==> config.mk <==
export PLATFORM = sky130hd
export DESIGN_NAME = seg_scan_scheduler
export DESIGN_NICKNAME = d
export VERILOG_FILES = /design/src/rtl/seg_pkg.sv /design/src/rtl/seg7_hex_decode.sv /design/src/rtl/seg_scan_scheduler.sv
export SDC_FILE = /design/constraint.sdc
export NUM_CORES = 1
export LEC_CHECK = 0
export CAP_MARGIN = 0
export CORE_MARGIN = 10
export CORE_UTILIZATION = 50
export CTS_BUF_LIST = sky130_fd_sc_hd__clkbuf_16
export CTS_CLUSTER_DIAMETER = 80
export DETAILED_ROUTE_END_ITERATION = 12
export PLACE_DENSITY = 0.75
export SYNTH_ARGS = -nofsm -noshare
export SYNTH_HDL_FRONTEND = slang
export SYNTH_SLANG_ARGS = --single-unit
==> constraint.sdc <==
create_clock -name clk -period 4.84 [get_ports clk]
set_input_delay 0.484 -clock clk [delete_from_list [all_inputs] [get_ports clk]]
set_output_delay 0.484 -clock clk [all_outputs]
set_load 0.05 [all_outputs]
==> src/rtl/seg_pkg.sv <==
// Shared types and seven-segment code table
// for the multiplexed hex display scheduler.
package seg_pkg;

  typedef enum logic [1:0] {
    IDLE  = 2'd0,
    BLANK = 2'd1,
    SHOW  = 2'd2
  } state_e;

  localparam logic [6:0] SEG_BLANK = 7'h00;

  // {g,f,e,d,c,b,a}, active high, digits 0..F
  localparam logic [6:0] SEG7 [16] = '{
    7'h3F, 7'h06, 7'h5B, 7'h4F,
    7'h66, 7'h6D, 7'h7D, 7'h07,
    7'h7F, 7'h6F, 7'h77, 7'h7C,
    7'h39, 7'h5E, 7'h79, 7'h71
  };

endpackage

==> src/rtl/seg7_hex_decode.sv <==
// Combinational hex nibble to
// seven-segment pattern lookup.
module seg7_hex_decode
  import seg_pkg::*;
(
  input  logic [3:0] hex,
  output logic [6:0] seg
);

  // Table lookup, no state
  always_comb begin
    seg = SEG7[hex];
  end

endmodule

==> src/rtl/seg_scan_scheduler.sv <==
// Round-robin digit scanner with blanking
// gaps and frame-synchronous buffer commit.
module seg_scan_scheduler
  import seg_pkg::*;
#(
  parameter  int NUM_DIGITS   = 4,
  parameter  int DWELL_CYCLES = 1000,
  parameter  int BLANK_CYCLES = 16,
  localparam int IW = (NUM_DIGITS > 1) ?
                      $clog2(NUM_DIGITS) : 1
) (
  input  logic                  clk,
  input  logic                  rst_n,
  input  logic                  ena,
  input  logic                  wr_valid,
  output logic                  wr_ready,
  input  logic [IW-1:0]         wr_idx,
  input  logic [3:0]            wr_data,
  output logic [6:0]            seg_out,
  output logic [NUM_DIGITS-1:0] dig_sel,
  output logic                  frame_start
);

  localparam int CMAX =
    (DWELL_CYCLES > BLANK_CYCLES) ?
    DWELL_CYCLES : BLANK_CYCLES;
  localparam int CW = $clog2(CMAX + 1);

  localparam logic [CW-1:0] BLANK_LAST =
    CW'(BLANK_CYCLES - 1);
  localparam logic [CW-1:0] DWELL_LAST =
    CW'(DWELL_CYCLES - 1);
  localparam logic [IW-1:0] IDX_LAST =
    IW'(NUM_DIGITS - 1);

  state_e                  state_q, state_d;
  logic [CW-1:0]           cnt_q, cnt_d;
  logic [IW-1:0]           idx_q, idx_d;
  logic [6:0]              seg_q, seg_d;
  logic [NUM_DIGITS-1:0]   sel_q, sel_d;
  logic                    fs_q, fs_d;
  logic                    rdy_q;
  logic                    dirty_q, dirty_d;
  logic [3:0]              active_q [NUM_DIGITS];
  logic [3:0]              active_d [NUM_DIGITS];
  logic [3:0]              shadow_q [NUM_DIGITS];
  logic [3:0]              shadow_d [NUM_DIGITS];

  logic                    last_show;
  logic                    commit;
  logic                    wr_fire;
  logic                    wr_hit;
  logic [6:0]              dec_seg;

  // Final SHOW cycle of the last digit is the frame boundary
  always_comb begin
    last_show = (state_q == SHOW) &&
                (idx_q == IDX_LAST) &&
                (cnt_q == DWELL_LAST);
    commit    = last_show && ena && dirty_q;
    wr_ready  = rdy_q && !(last_show && dirty_q);
    wr_fire   = wr_valid && wr_ready;
    wr_hit    = wr_fire &&
                (int'(wr_idx) < NUM_DIGITS);
  end

  // Decode the digit that will be driven next cycle
  seg7_hex_decode u_dec (
    .hex (active_q[idx_d]),
    .seg (dec_seg)
  );

  // Scan FSM: next state, counters and registered outputs
  always_comb begin
    state_d = state_q;
    cnt_d   = cnt_q;
    idx_d   = idx_q;
    fs_d    = 1'b0;
    if (!ena) begin
      state_d = IDLE;
      cnt_d   = '0;
      idx_d   = '0;
    end else begin
      unique case (state_q)
        IDLE: begin
          state_d = BLANK;
          cnt_d   = '0;
          idx_d   = '0;
          fs_d    = 1'b1;
        end
        BLANK: begin
          if (cnt_q == BLANK_LAST) begin
            state_d = SHOW;
            cnt_d   = '0;
          end else begin
            cnt_d = cnt_q + 1'b1;
          end
        end
        SHOW: begin
          if (cnt_q == DWELL_LAST) begin
            state_d = BLANK;
            cnt_d   = '0;
            if (idx_q == IDX_LAST) begin
              idx_d = '0;
              fs_d  = 1'b1;
            end else begin
              idx_d = idx_q + 1'b1;
            end
          end else begin
            cnt_d = cnt_q + 1'b1;
          end
        end
        default: begin
          state_d = IDLE;
          cnt_d   = '0;
          idx_d   = '0;
        end
      endcase
    end
    if (state_d == SHOW) begin
      sel_d = NUM_DIGITS'(1) << idx_d;
      seg_d = dec_seg;
    end else begin
      sel_d = '0;
      seg_d = SEG_BLANK;
    end
  end

  // Shadow/active buffers, commit at frame end
  always_comb begin
    active_d = active_q;
    shadow_d = shadow_q;
    dirty_d  = dirty_q;
    if (commit) begin
      active_d = shadow_q;
      dirty_d  = 1'b0;
    end
    if (wr_hit) begin
      shadow_d[wr_idx] = wr_data;
      if (state_q == IDLE) begin
        active_d[wr_idx] = wr_data;
      end else begin
        dirty_d = 1'b1;
      end
    end
  end

  // State, counters, outputs and buffers
  always_ff @(posedge clk or negedge rst_n) begin
    if (!rst_n) begin
      state_q  <= IDLE;
      cnt_q    <= '0;
      idx_q    <= '0;
      seg_q    <= SEG_BLANK;
      sel_q    <= '0;
      fs_q     <= 1'b0;
      rdy_q    <= 1'b0;
      dirty_q  <= 1'b0;
      active_q <= '{default: '0};
      shadow_q <= '{default: '0};
    end else begin
      state_q  <= state_d;
      cnt_q    <= cnt_d;
      idx_q    <= idx_d;
      seg_q    <= seg_d;
      sel_q    <= sel_d;
      fs_q     <= fs_d;
      rdy_q    <= 1'b1;
      dirty_q  <= dirty_d;
      active_q <= active_d;
      shadow_q <= shadow_d;
    end
  end

  assign seg_out     = seg_q;
  assign dig_sel     = sel_q;
  assign frame_start = fs_q;

endmodule

==> PnR_summary.wiki, run 1 <==
{| class="wikitable"
! Metric !! Value
|-
| Data required time at the worst endpoint || 5110 ps
|-
| Most used DFF post-synth || sky130_fd_sc_hd__dfrtp_1
|-
| PortBufs || 22
|-
| Post-route cell area || 3660 sq um
|-
| FF-to-FF End || seg_out[0]
|-
| Worst-case vdd ir drop || 0.240 mV
|-
| Result of the run || completed
|-
| Layout Cells excl Fill || 394
|-
| Crit path max fanout || 10
|-
| CP max stage delay || 690 ps
|-
| Critical setup path kind || register to register
|-
| Leftover overflow at the end of global routing || 0
|-
| Worst setup startpoint || state_q[0]
|-
| DIE WIDTH || 98.4 um
|-
| Post-cts repair resize count || 0
|-
| Startpoint Class || register
|-
| Number of synthesized flops with an enable pin || 0
|-
| CP max-delay cell || sky130_fd_sc_hd__a221oi_1
|-
| Total vias in the final route || 2169
|-
| GR Util All Layers || 0.133
|-
| Final antenna diode count || 0
|-
| Maximum number of pins on one net before global-route repair || 61
|-
| Slew at the pin closest to its max-slew limit || 997 ps
|-
| CTS H-tree depth || 3
|-
| Top cell by count, worst path || sky130_fd_sc_hd__inv_1
|-
| Post-CTS setup buffer count || 0
|-
| Critical path depth in cells || 12
|-
| Floorplan Core Area || 5960 sq um
|-
| Post-Syn Area || 3080 sq um
|-
| Count of hold-fix buffers inserted at cts || 0
|-
| Number of global-route vias before repair || 2184
|-
| Clock Latency Late Sink || 330 ps
|-
| Total count of max-transition violations in the final report || 0
|-
| Dpl cells || 378
|-
| Vias per cell || 5.51
|-
| Achievable Freq || 268 MHz
|-
| Worst-case clock buffer depth || 2
|-
| CTS tree || yes
|-
| Most area-consuming cells after synthesis || sky130_fd_sc_hd__dfrtp_1 (49%), sky130_fd_sc_hd__mux2i_1 (6.8%), sky130_fd_sc_hd__mux2_2 (6.6%)
|-
| Count of buffer and inverter cells on the critical path || 3
|-
| Final nets || 336
|-
| Final critical delay including setup and external delays || 3740 ps
|-
| Period Utilization, post-route || 0.772
|-
| Kind of capture point of the worst setup path || register
|-
| Cell type group with the largest total delay on the critical path || compound AO/OA/AOI/OAI gates
|-
| Crit path arrival time || 4010 ps
|-
| Top-count cell post-synth || sky130_fd_sc_hd__dfrtp_1
|-
| Number of nets in the synthesized netlist || 308
|-
| Die ar. || 9690 sq um
|-
| Number of fill cells in the layout || 513
|-
| Seq cells post-synth || 60
|-
| Antenna violations before repair || 0
|-
| Wire length of the first global-routing pass || 10600 um
|-
| Number of distinct library cells after synthesis || 53
|-
| Leakage power of the design || 0.00169 uW
|-
| Sequential cell area || 1500 sq um
|-
| Number of max-capacitance violations reported || 0
|-
| Share of final-layout standard cells stronger than drive strength 1 || 0.147
|-
| Top post-synthesis cells by count || sky130_fd_sc_hd__dfrtp_1 (60), sky130_fd_sc_hd__nor2_1 (38), sky130_fd_sc_hd__a21oi_1 (21), sky130_fd_sc_hd__mux2i_1 (21), sky130_fd_sc_hd__mux2_2 (18)
|-
| Clock Root Buffer || sky130_fd_sc_hd__clkbuf_16
|-
| Boundary pin count || 23
|-
| Final hold slack || 300 ps
|-
| Power density of the placed cells || 399 nW/um^2
|-
| Area after DPL || 3360 sq um
|-
| Weighted congestion at the end of routability-driven global placement || 0.921
|-
| Launching point of the worst reg2reg path || state_q[0]
|-
| Number of buffers created by CTS || 9
|-
| Starting density of the core || 0.516
|-
| Sum of negative setup slack || 0 ps
|-
| Synthesized instance count || 286
|-
| Post-synthesis sequential area ratio || 0.488
|-
| Proportion of netlist area held by the largest area contributor || 0.488
|-
| Placed wire-length estimate after detailed placement || 4230 um
|-
| Class of the tightest hold or removal check || input pin to async pin
|-
| DRT Pass-1 Iters || 4
|-
| Last element of the critical path || seg_out[0]
|-
| Post-DRT Antenna Nets || 0
|-
| Setup violators final || 0
|-
| Count of yosys warnings during synthesis || 0
|-
| Layout area overhead || 18.9%
|-
| DRC Markers || 0
|-
| Cell taking the most area after synthesis || sky130_fd_sc_hd__dfrtp_1
|-
| Mean Syn Cell Area || 10.8 sq um
|-
| Worst reg-to-reg setup slack || 1100 ps
|-
| Site Rows || 28
|-
| Reg clk slew, reported paths || 60 ps
|-
| Die height || 98.4 um
|-
| Footprint of the multi-input gates || 1500 sq um
|-
| Unrepaired setup endpoints after global routing || no
|-
| DRC marker count from the first detailed-route iteration || 156
|-
| Routed wire per std cell || 15.5 um
|-
| Cell-by-cell listing of the critical path || inv_1, ha_1, inv_1, nor4_1, a211oi_2, o21a_4, a221oi_1, inv_1, ha_1, or3b_1, o21ai_1, o21ba_1
|-
| Headroom to the max-slew limit || 0.334
|-
| Number of cells on the worst reg-to-reg path || 12
|-
| Proportion of synthesized flip-flops having asynchronous set or reset || 1.00
|-
| Post-layout utilization of the core || 0.614
|-
| Sinks on the clock net || 60
|-
| Setup Skew || 9.38 ps
|-
| Total wire length after detailed routing || 6090 um
|-
| Hold Vio Cnt, Final || 0
|}
[registers in the layout, indices dropped and copies added (netlist names)]
register	flops
dig_sel	4
shadow_q	16
frame_start	1
rdy_q	1
active_q	16
idx_q	2
seg_out	7
dirty_q	1
cnt_q	10
state_q	2
[cell type report]
type,instances,share of cell area
Clock buffer,9,0.0616
Tap cell,75,0.0257
Timing Repair Buffer,23,0.0609
Inverter,13,0.0133
Clock inverter,7,0.0181
Sequential cell,60,0.411
Multi-Input combinational cell,207,0.410
[placed cells by master, fill, tap and decap left out, types with 2 or more instances in the layout]
master and n:
sky130_fd_sc_hd__clkbuf_16 9, sky130_fd_sc_hd__inv_1 13, sky130_fd_sc_hd__dfrtp_1 60, sky130_fd_sc_hd__a21boi_0 3, sky130_fd_sc_hd__and3_1 2, sky130_fd_sc_hd__mux2_2 18
sky130_fd_sc_hd__nor3b_1 3, sky130_fd_sc_hd__or4_1 2, sky130_fd_sc_hd__clkinv_1 2, sky130_fd_sc_hd__nor2_1 38, sky130_fd_sc_hd__mux2i_1 21, sky130_fd_sc_hd__and2_1 5
sky130_fd_sc_hd__a31oi_1 3, sky130_fd_sc_hd__nor3_1 6, sky130_fd_sc_hd__ha_1 12, sky130_fd_sc_hd__a211oi_2 2, sky130_fd_sc_hd__nor4_1 3, sky130_fd_sc_hd__clkinvlp_4 2
sky130_fd_sc_hd__xnor2_1 4, sky130_fd_sc_hd__nand2_1 16, sky130_fd_sc_hd__nand4_1 2, sky130_fd_sc_hd__a21oi_1 21, sky130_fd_sc_hd__o21ai_0 2, sky130_fd_sc_hd__clkdlybuf4s50_1 21
sky130_fd_sc_hd__a221oi_1 3, sky130_fd_sc_hd__o21ai_1 2, sky130_fd_sc_hd__xor2_1 4, sky130_fd_sc_hd__nand3_1 9
[report_power, final]
part	internal (uW)	total, uW	switching [uW]
Sequential	569	611	41.9
Clock	395	626	232
Combinational	106	222	116
[how the worst min path moves through the flow]
stage / endpoint / startpoint / slack, ps / cells after the start
finish: active_q[4] / rst_n / 300 / 2
CTS: shadow_q[4] / rst_n / 330 / 2
detailed placement: cnt_q[0] / cnt_q[0] / 450 / 1
global placement: cnt_q[0] / cnt_q[0] / 450 / 1
global route: active_q[2] / rst_n / 380 / 2
floorplan: active_q[0] / rst_n / 190 / 0
[layer usage]
metal  global-route usage  vias to the layer above  share of wire
li1                     -                     1067              -
met1                0.157                     1051           0.46
met2                0.208                       43           0.47
met3               0.0615                        8          0.057
met4               0.0507                        0          0.014
met5                    0                        -              0
[logic make-up after synthesis]
logic type | Yosys count | share of synthesized area
xor+xnor | 8 | 0.0228
simple gates | 96 | 0.158
mux | 39 | 0.134
compound gates | 51 | 0.122
other cells | 1 | 0.00122
buf+inv | 19 | 0.0248
flops | 60 | 0.488
fa+ha+maj | 12 | 0.0488
[metrics by stage]
step | setup WS, ps | power [uW]
after global routing | 777 | 1530
after global placement | 1160 | 832
after detailed placement | 1030 | 843
after floorplan | 1480 | 775
after CTS | 1170 | 1470
final | 1100 | 1460
(Power assumes the default switching activity.)
==> inputs of run 2 (changes only) <==
Settings changed: PLACE_DENSITY 0.75 to 0.78.
Clock period 4.84 ns to 3.19 ns, I/O delays scaled along.
==> run 2 against run 1 <==
Compared with the run above:
- total power rose by 58%
- global-route usage rose by 0.19 points
- utilization rose by 3.1 points
- clock skew fell by 3.5 ps
- worst hold slack got worse by 150 ps
- worst setup slack got worse by 1100 ps
- non-clock buffer count rose by 13
- fmax rose by 18%
==> PnR_summary.wiki, run 2 (synthesis results as in run 1) <==
{| class="wikitable"
! Metric !! Value
|-
| Result of the run || completed
|-
| Die height || 98.4 um (unchanged)
|-
| DRC Markers || 0 (unchanged)
|-
| Startpoint Class || register
|-
| Top flop regs || active_q (16), shadow_q (16), cnt_q (10)
|-
| Worst reg-to-reg setup slack || 20 ps (-1080 ps)
|-
| Site Rows || 28 (unchanged)
|-
| Most frequent standard cell in the layout excluding fill and tap cells || sky130_fd_sc_hd__dfrtp_1
|-
| Layout area overhead || 24.8%
|-
| Crit path max fanout || 5 (-5)
|-
| CTS tree || yes
|-
| Count of hold-fix buffers inserted at cts || 0 (unchanged)
|-
| Sinks on the clock net || 60 (unchanged)
|-
| Antenna violations before repair || 0 (unchanged)
|-
| PortBufs || 22 (unchanged)
|-
| Wire length of the first global-routing pass || 10900 um (+3.3%)
|-
| Number of global-route vias before repair || 2354 (+7.8%)
|-
| Unrepaired setup endpoints after global routing || yes
|-
| Slew at the pin closest to its max-slew limit || 942 ps (-55.1 ps)
|-
| Leakage power of the design || 0.00178 uW (+5.3%)
|-
| Share of final-layout standard cells stronger than drive strength 1 || 0.224 (+0.0762)
|-
| Sequential cell area || 1500 sq um (unchanged)
|-
| Final antenna diode count || 0 (unchanged)
|-
| Setup Skew || 5.87 ps (-3.50 ps)
|-
| Leftover overflow at the end of global routing || 0 (unchanged)
|-
| Clock Root Buffer || sky130_fd_sc_hd__clkbuf_16
|-
| CTS H-tree depth || 3 (unchanged)
|-
| Post-DRT Antenna Nets || 0 (unchanged)
|-
| Boundary pin count || 23 (unchanged)
|-
| Floorplan Core Area || 5960 sq um (unchanged)
|-
| Worst-case vdd ir drop || 0.433 mV (+81%)
|-
| Worst-case clock buffer depth || 2 (unchanged)
|-
| Routed wire per std cell || 15.9 um (+2.8%)
|-
| DRT Pass-1 Iters || 5 (+1)
|-
| Total count of max-transition violations in the final report || 0 (unchanged)
|-
| Period Utilization, post-route || 0.992 (+0.220)
|-
| Headroom to the max-slew limit || 0.372 (+0.0386)
|-
| GR Util All Layers || 0.135 (+0.00193)
|-
| Final critical delay including setup and external delays || 3170 ps (-571 ps)
|-
| Power density of the placed cells || 601 nW/um^2 (+51%)
|-
| Layout Cells excl Fill || 406 (+3.0%)
|-
| Clock Latency Late Sink || 320 ps (about the same)
|-
| Data required time at the worst endpoint || 3450 ps (-1660 ps)
|-
| Crit path arrival time || 3430 ps (-580 ps)
|-
| Class of the tightest hold or removal check || input pin to async pin
|-
| DRC marker count from the first detailed-route iteration || 101 (-35%)
|-
| Vias per cell || 5.56 (+1.1%)
|-
| Number of buffers created by CTS || 9 (unchanged)
|-
| Final worst-path setup slack || 24.7 ps (-1080 ps)
|-
| Dpl cells || 386 (+2.1%)
|-
| Hold Vio Cnt, Final || 0 (unchanged)
|-
| Number of fill cells in the layout || 468 (-8.8%)
|-
| Setup violators final || 0 (unchanged)
|-
| Starting density of the core || 0.516 (unchanged)
|-
| Reg clk slew, reported paths || 50 ps (about the same)
|-
| Weighted congestion at the end of routability-driven global placement || 0.883 (-4.1%)
|-
| Maximum number of pins on one net before global-route repair || 43 (-30%)
|-
| DIE WIDTH || 98.4 um (unchanged)
|-
| Total vias in the final route || 2259 (+4.1%)
|-
| Final nets || 349 (+3.9%)
|-
| Number of max-capacitance violations reported || 0 (unchanged)
|-
| Pre-CTS setup slack || -137 ps (-1170 ps)
|-
| Die ar. || 9690 sq um (unchanged)
|-
| Total wire length after detailed routing || 6450 um (+6.0%)
|-
| Top library cells by usage in the layout, fill and taps aside || sky130_fd_sc_hd__dfrtp_1 (60), sky130_fd_sc_hd__nor2_1 (38), sky130_fd_sc_hd__mux2i_1 (21)
|-
| Critical setup path kind || register to register
|-
| Placed wire-length estimate after detailed placement || 4500 um (+6.4%)
|-
| Sum of negative setup slack || 0 ps (unchanged)
|-
| Footprint of the multi-input gates || 1570 sq um (+4.5%)
|-
| Kind of capture point of the worst setup path || register
|-
| Achievable Freq || 316 MHz (+18%)
|}
==> run 2: worst paths after layout <==
check	from	end	depth (start not counted)
worst max-delay path	state_q[0]	seg_out[0]	14
worst min-delay path	rst_n	shadow_q[2]	1
worst max register to register	state_q[0]	seg_out[0]	14
worst min register to register	cnt_q[0]	cnt_q[0]	1
max in group asynchronous	rst_n	idx_q[1]	2
min in group clk	cnt_q[0]	cnt_q[0]	1
==> run 2: cell type report <==
class	instances	area share
Clock buffer	9	0.0587
Clock inverter	6	0.0212
Multi-Input combinational cell	207	0.408
Inverter	13	0.0127
Timing Repair Buffer	36	0.0841
Tap cell	75	0.0244
Sequential cell	60	0.391
==> run 2: repair_timing <==
action | in CTS | in global routing
pin swaps | 3 | 1
setup buffers | 4 | 1
gates resized for setup | 4 | 13
setup endpoints to repair | 4 | 6
==> run 2: per-stage QoR <==
step / area [sq um] / hold slack, ps / power, uW / util
2_1_floorplan: 3080 / 23.4 / 1180 / -
3_3_place_gp: 3430 / 446 / 1280 / 0.576
3_5_place_dp: 3430 / 458 / 1300 / 0.576
4_1_cts: 3780 / 171 / 2310 / 0.635
5_1_grt: 3840 / 227 / 2410 / 0.645
6_report: 3840 / 147 / 2310 / 0.645
==> run 2: per-layer routing <==
layer | vias up | wire length (um) | track usage
li1 | 1100 | - | -
met1 | 1090 | 2900 | 0.158
met2 | 52 | 3140 | 0.224
met3 | 17 | 267 | 0.0356
met4 | 0 | 152 | 0.0673
met5 | - | 0 | 0
==> run 2: critical path, cell delays in order, from the launching register on <==
cell and delay (ps):
sky130_fd_sc_hd__dfrtp_1 390, sky130_fd_sc_hd__inv_1 90, sky130_fd_sc_hd__ha_2 210, sky130_fd_sc_hd__or3b_2 460, sky130_fd_sc_hd__and2_1 200, sky130_fd_sc_hd__o31a_1 340, sky130_fd_sc_hd__inv_2 110, sky130_fd_sc_hd__nand2_1 90
sky130_fd_sc_hd__o22ai_2 170, sky130_fd_sc_hd__a21oi_2 60, sky130_fd_sc_hd__buf_4 160, sky130_fd_sc_hd__ha_2 180, sky130_fd_sc_hd__or3b_1 410, sky130_fd_sc_hd__o21ai_2 100, sky130_fd_sc_hd__o21ba_1 140
==> run 2: power breakdown <==
group          internal (uW)  switching [uW]
Sequential               864            68.2
Combinational            192             196
Clock                    671             317
==> inputs of run 3 (changes only) <==
Settings changed: PLACE_DENSITY 0.78 to 0.75.
Clock period 3.19 ns to 3.1 ns, I/O delays scaled along.
==> run 3 against run 2 <==
Compared with the run above:
- register-to-register slack barely moved
- critical path depth fell by 1
- final cell count rose by 3.0%
- total power rose by 1.3%
- flip-flop and latch count did not move
- final area rose by 3.9%
- non-clock buffer count rose by 12
- critical endpoint is now seg_out[5]
==> PnR_summary.wiki, run 3 (synthesis results as in run 1) <==
{| class="wikitable"
! Metric !! Value
|-
| Antenna violations before repair || 0 (unchanged)
|-
| Cell-by-cell listing of the critical path || inv_2, ha_4, buf_4, o2111a_2, o31ai_2, o31a_1, inv_2, and2_2, buf_4, a221o_2, buf_4, a31oi_1, a21boi_2
|-
| Final worst-path setup slack || 19.4 ps (-5.26 ps)
|-
| Final nets || 361 (+3.4%)
|-
| Reg clk slew, reported paths || 50 ps (about the same)
|-
| Maximum number of pins on one net before global-route repair || 46 (+7.0%)
|-
| Power density of the placed cells || 587 nW/um^2 (-2.4%)
|-
| Slew at the pin closest to its max-slew limit || 980 ps (+38.7 ps)
|-
| CTS tree || yes
|-
| Fraction of power consumed by the clock network || 0.408 (-0.020)
|-
| Total count of max-transition violations in the final report || 0 (unchanged)
|-
| Placed wire-length estimate after detailed placement || 4650 um (+3.3%)
|-
| Layout area overhead || 29.7%
|-
| Class of the tightest hold or removal check || input pin to async pin
|-
| Count of buffer and inverter cells on the critical path || 5 (+2)
|-
| Layout Cells excl Fill || 418 (+3.0%)
|-
| Worst-case vdd ir drop || 0.475 mV (+9.5%)
|-
| GR Util All Layers || 0.143 (+0.00770)
|-
| Final antenna diode count || 0 (unchanged)
|-
| Post-DRT Antenna Nets || 0 (unchanged)
|-
| Combinational share of power || 0.182 (+0.014)
|-
| Achievable Freq || 325 MHz (+2.8%)
|-
| Data required time at the worst endpoint || 3340 ps (-110 ps)
|-
| NetSw || 627 uW (+7.9%)
|-
| Cell type group with the largest total delay on the critical path || compound AO/OA/AOI/OAI gates
|-
| Critical setup path kind || register to register
|-
| Sum of negative setup slack || 0 ps (unchanged)
|-
| Floorplan Core Area || 5960 sq um (unchanged)
|-
| Share of final-layout standard cells stronger than drive strength 1 || 0.274 (+0.0505)
|-
| CTS H-tree depth || 3 (unchanged)
|-
| CP max-delay cell || sky130_fd_sc_hd__a221o_2
|-
| Crit path max fanout || 7 (+2)
|-
| Most frequent standard cell in the layout excluding fill and tap cells || sky130_fd_sc_hd__dfrtp_1
|-
| Site Rows || 28 (unchanged)
|-
| Sw Ratio || 0.268 (+0.0164)
|-
| Period Utilization, post-route || 0.994 (+0.00147)
|-
| Worst-case clock buffer depth || 2 (unchanged)
|-
| Boundary pin count || 23 (unchanged)
|-
| Clock Root Buffer || sky130_fd_sc_hd__clkbuf_16
|-
| Post-layout utilization of the core || 0.670 (+0.0250)
|-
| Weighted congestion at the end of routability-driven global placement || 0.853 (-3.3%)
|-
| DRC Markers || 0 (unchanged)
|-
| Leakage power of the design || 0.00185 uW (+3.7%)
|-
| Routed wire per std cell || 16.5 um (+4.0%)
|-
| Number of buffers created by CTS || 9 (unchanged)
|-
| Number of global-route vias before repair || 2395 (+1.7%)
|-
| Hold Vio Cnt, Final || 0 (unchanged)
|-
| Clock Latency Late Sink || 330 ps (about the same)
|-
| Leftover overflow at the end of global routing || 0 (unchanged)
|-
| Sinks on the clock net || 60 (unchanged)
|-
| Result of the run || completed
|-
| Final critical delay including setup and external delays || 3080 ps (-84.7 ps)
|-
| Cell internal pwr || 1710 uW (-0.88%)
|-
| Vias per cell || 5.58 (+0.22%)
|-
| Setup violators final || 0 (unchanged)
|-
| CP max stage delay || 390 ps (-70 ps)
|-
| Setup Skew || 4.74 ps (-1.13 ps)
|-
| Total vias in the final route || 2331 (+3.2%)
|-
| Number of max-capacitance violations reported || 0 (unchanged)
|-
| Crit path arrival time || 3320 ps (-110 ps)
|-
| Kind of capture point of the worst setup path || register
|-
| Headroom to the max-slew limit || 0.346 (-0.0258)
|-
| Total wire length after detailed routing || 6910 um (+7.1%)
|-
| Pre-CTS setup slack || -128 ps (+8.54 ps)
|-
| Wire length of the first global-routing pass || 11500 um (+4.9%)
|-
| Top flop regs || active_q (16), shadow_q (16), cnt_q (10)
|-
| Starting density of the core || 0.516 (unchanged)
|-
| Die height || 98.4 um (unchanged)
|-
| DRC marker count from the first detailed-route iteration || 58 (-43%)
|-
| Top cell by count, worst path || sky130_fd_sc_hd__buf_4
|-
| Dpl cells || 396 (+2.6%)
|-
| DRT Pass-1 Iters || 4 (-1)
|-
| Unrepaired setup endpoints after global routing || yes
|-
| Fraction of power consumed by sequential logic || 0.410 (+0.006)
|-
| Startpoint Class || register
|-
| PortBufs || 22 (unchanged)
|-
| Die ar. || 9690 sq um (unchanged)
|-
| Top library cells by usage in the layout, fill and taps aside || sky130_fd_sc_hd__dfrtp_1 (60), sky130_fd_sc_hd__nor2_1 (38), sky130_fd_sc_hd__buf_4 (24)
|-
| DIE WIDTH || 98.4 um (unchanged)
|}
-- run 3: cell count changes in the layout (fill, tap and decap cells not counted), sizes merged --
cell	delta
buf	+12
clkinv	+2
bufinv	-1
dlygate4sd2	+1
dlymetal6s2s	-1
inv	-1
-- run 3: path summary, 6_finish.rpt --
| kind | end | slack (ps) | cells past startpoint | start |
|---|---|---|---|---|
| setup / recovery | seg_out[5] | 20 | 13 | state_q[0] |
| hold / removal | rdy_q | 150 | 1 | rst_n |
| setup reg to reg | seg_out[5] | 20 | 13 | state_q[0] |
| hold reg to reg | shadow_q[12] | 500 | 1 | shadow_q[12] |
| max in group asynchronous | shadow_q[15] | 2220 | 2 | rst_n |
| min in group clk | shadow_q[12] | 500 | 1 | shadow_q[12] |
-- run 3: what timing repair did --
| item | 4_1_cts | 5_1_grt |
|---|---|---|
| cloned | 0 | 0 |
| buffers inserted | 3 | 4 |
| hold buffers | 0 | 0 |
| pin swaps | 0 | 7 |
| resized for setup | 10 | 20 |
| endpoints found under the setup margin | 5 | 7 |
-- run 3: metrics by stage --
step                cell area, sq um  power [uW]  hold WS, ps
global route                    3990        2440          230
detailed placement              3520        1350          457
floorplan                       3090        1220         14.4
global placement                3520        1340          444
CTS                             3850        2320          182
finish                          3990        2340          145
-- run 3: final cells by class --
class,count,area (sq um)
fillers,434,1970
multi-input cells,207,1640
flip-flops and latches,60,1500
repair buffers,48,425
clock buffers,9,225
well taps,75,93.8
clock inverters,6,56.3
inverters,13,48.8
-- run 3: power groups by stage --
stage	Clock [uW]	Sequential (uW)	Combinational, uW
2_1_floorplan	0	947	272
3_3_place_gp	0	967	368
3_5_place_dp	0	971	383
4_1_cts	970	957	393
5_1_grt	1000	970	472
6_report	955	959	425
-- run 3: per-layer routing --
layer | track usage | share of wire | vias up
met4 | 0.0695 | 0.018 | 0
met5 | 0 | 0 | -
met3 | 0.0454 | 0.040 | 13
met1 | 0.165 | 0.44 | 1157
li1 | - | - | 1118
met2 | 0.235 | 0.50 | 43
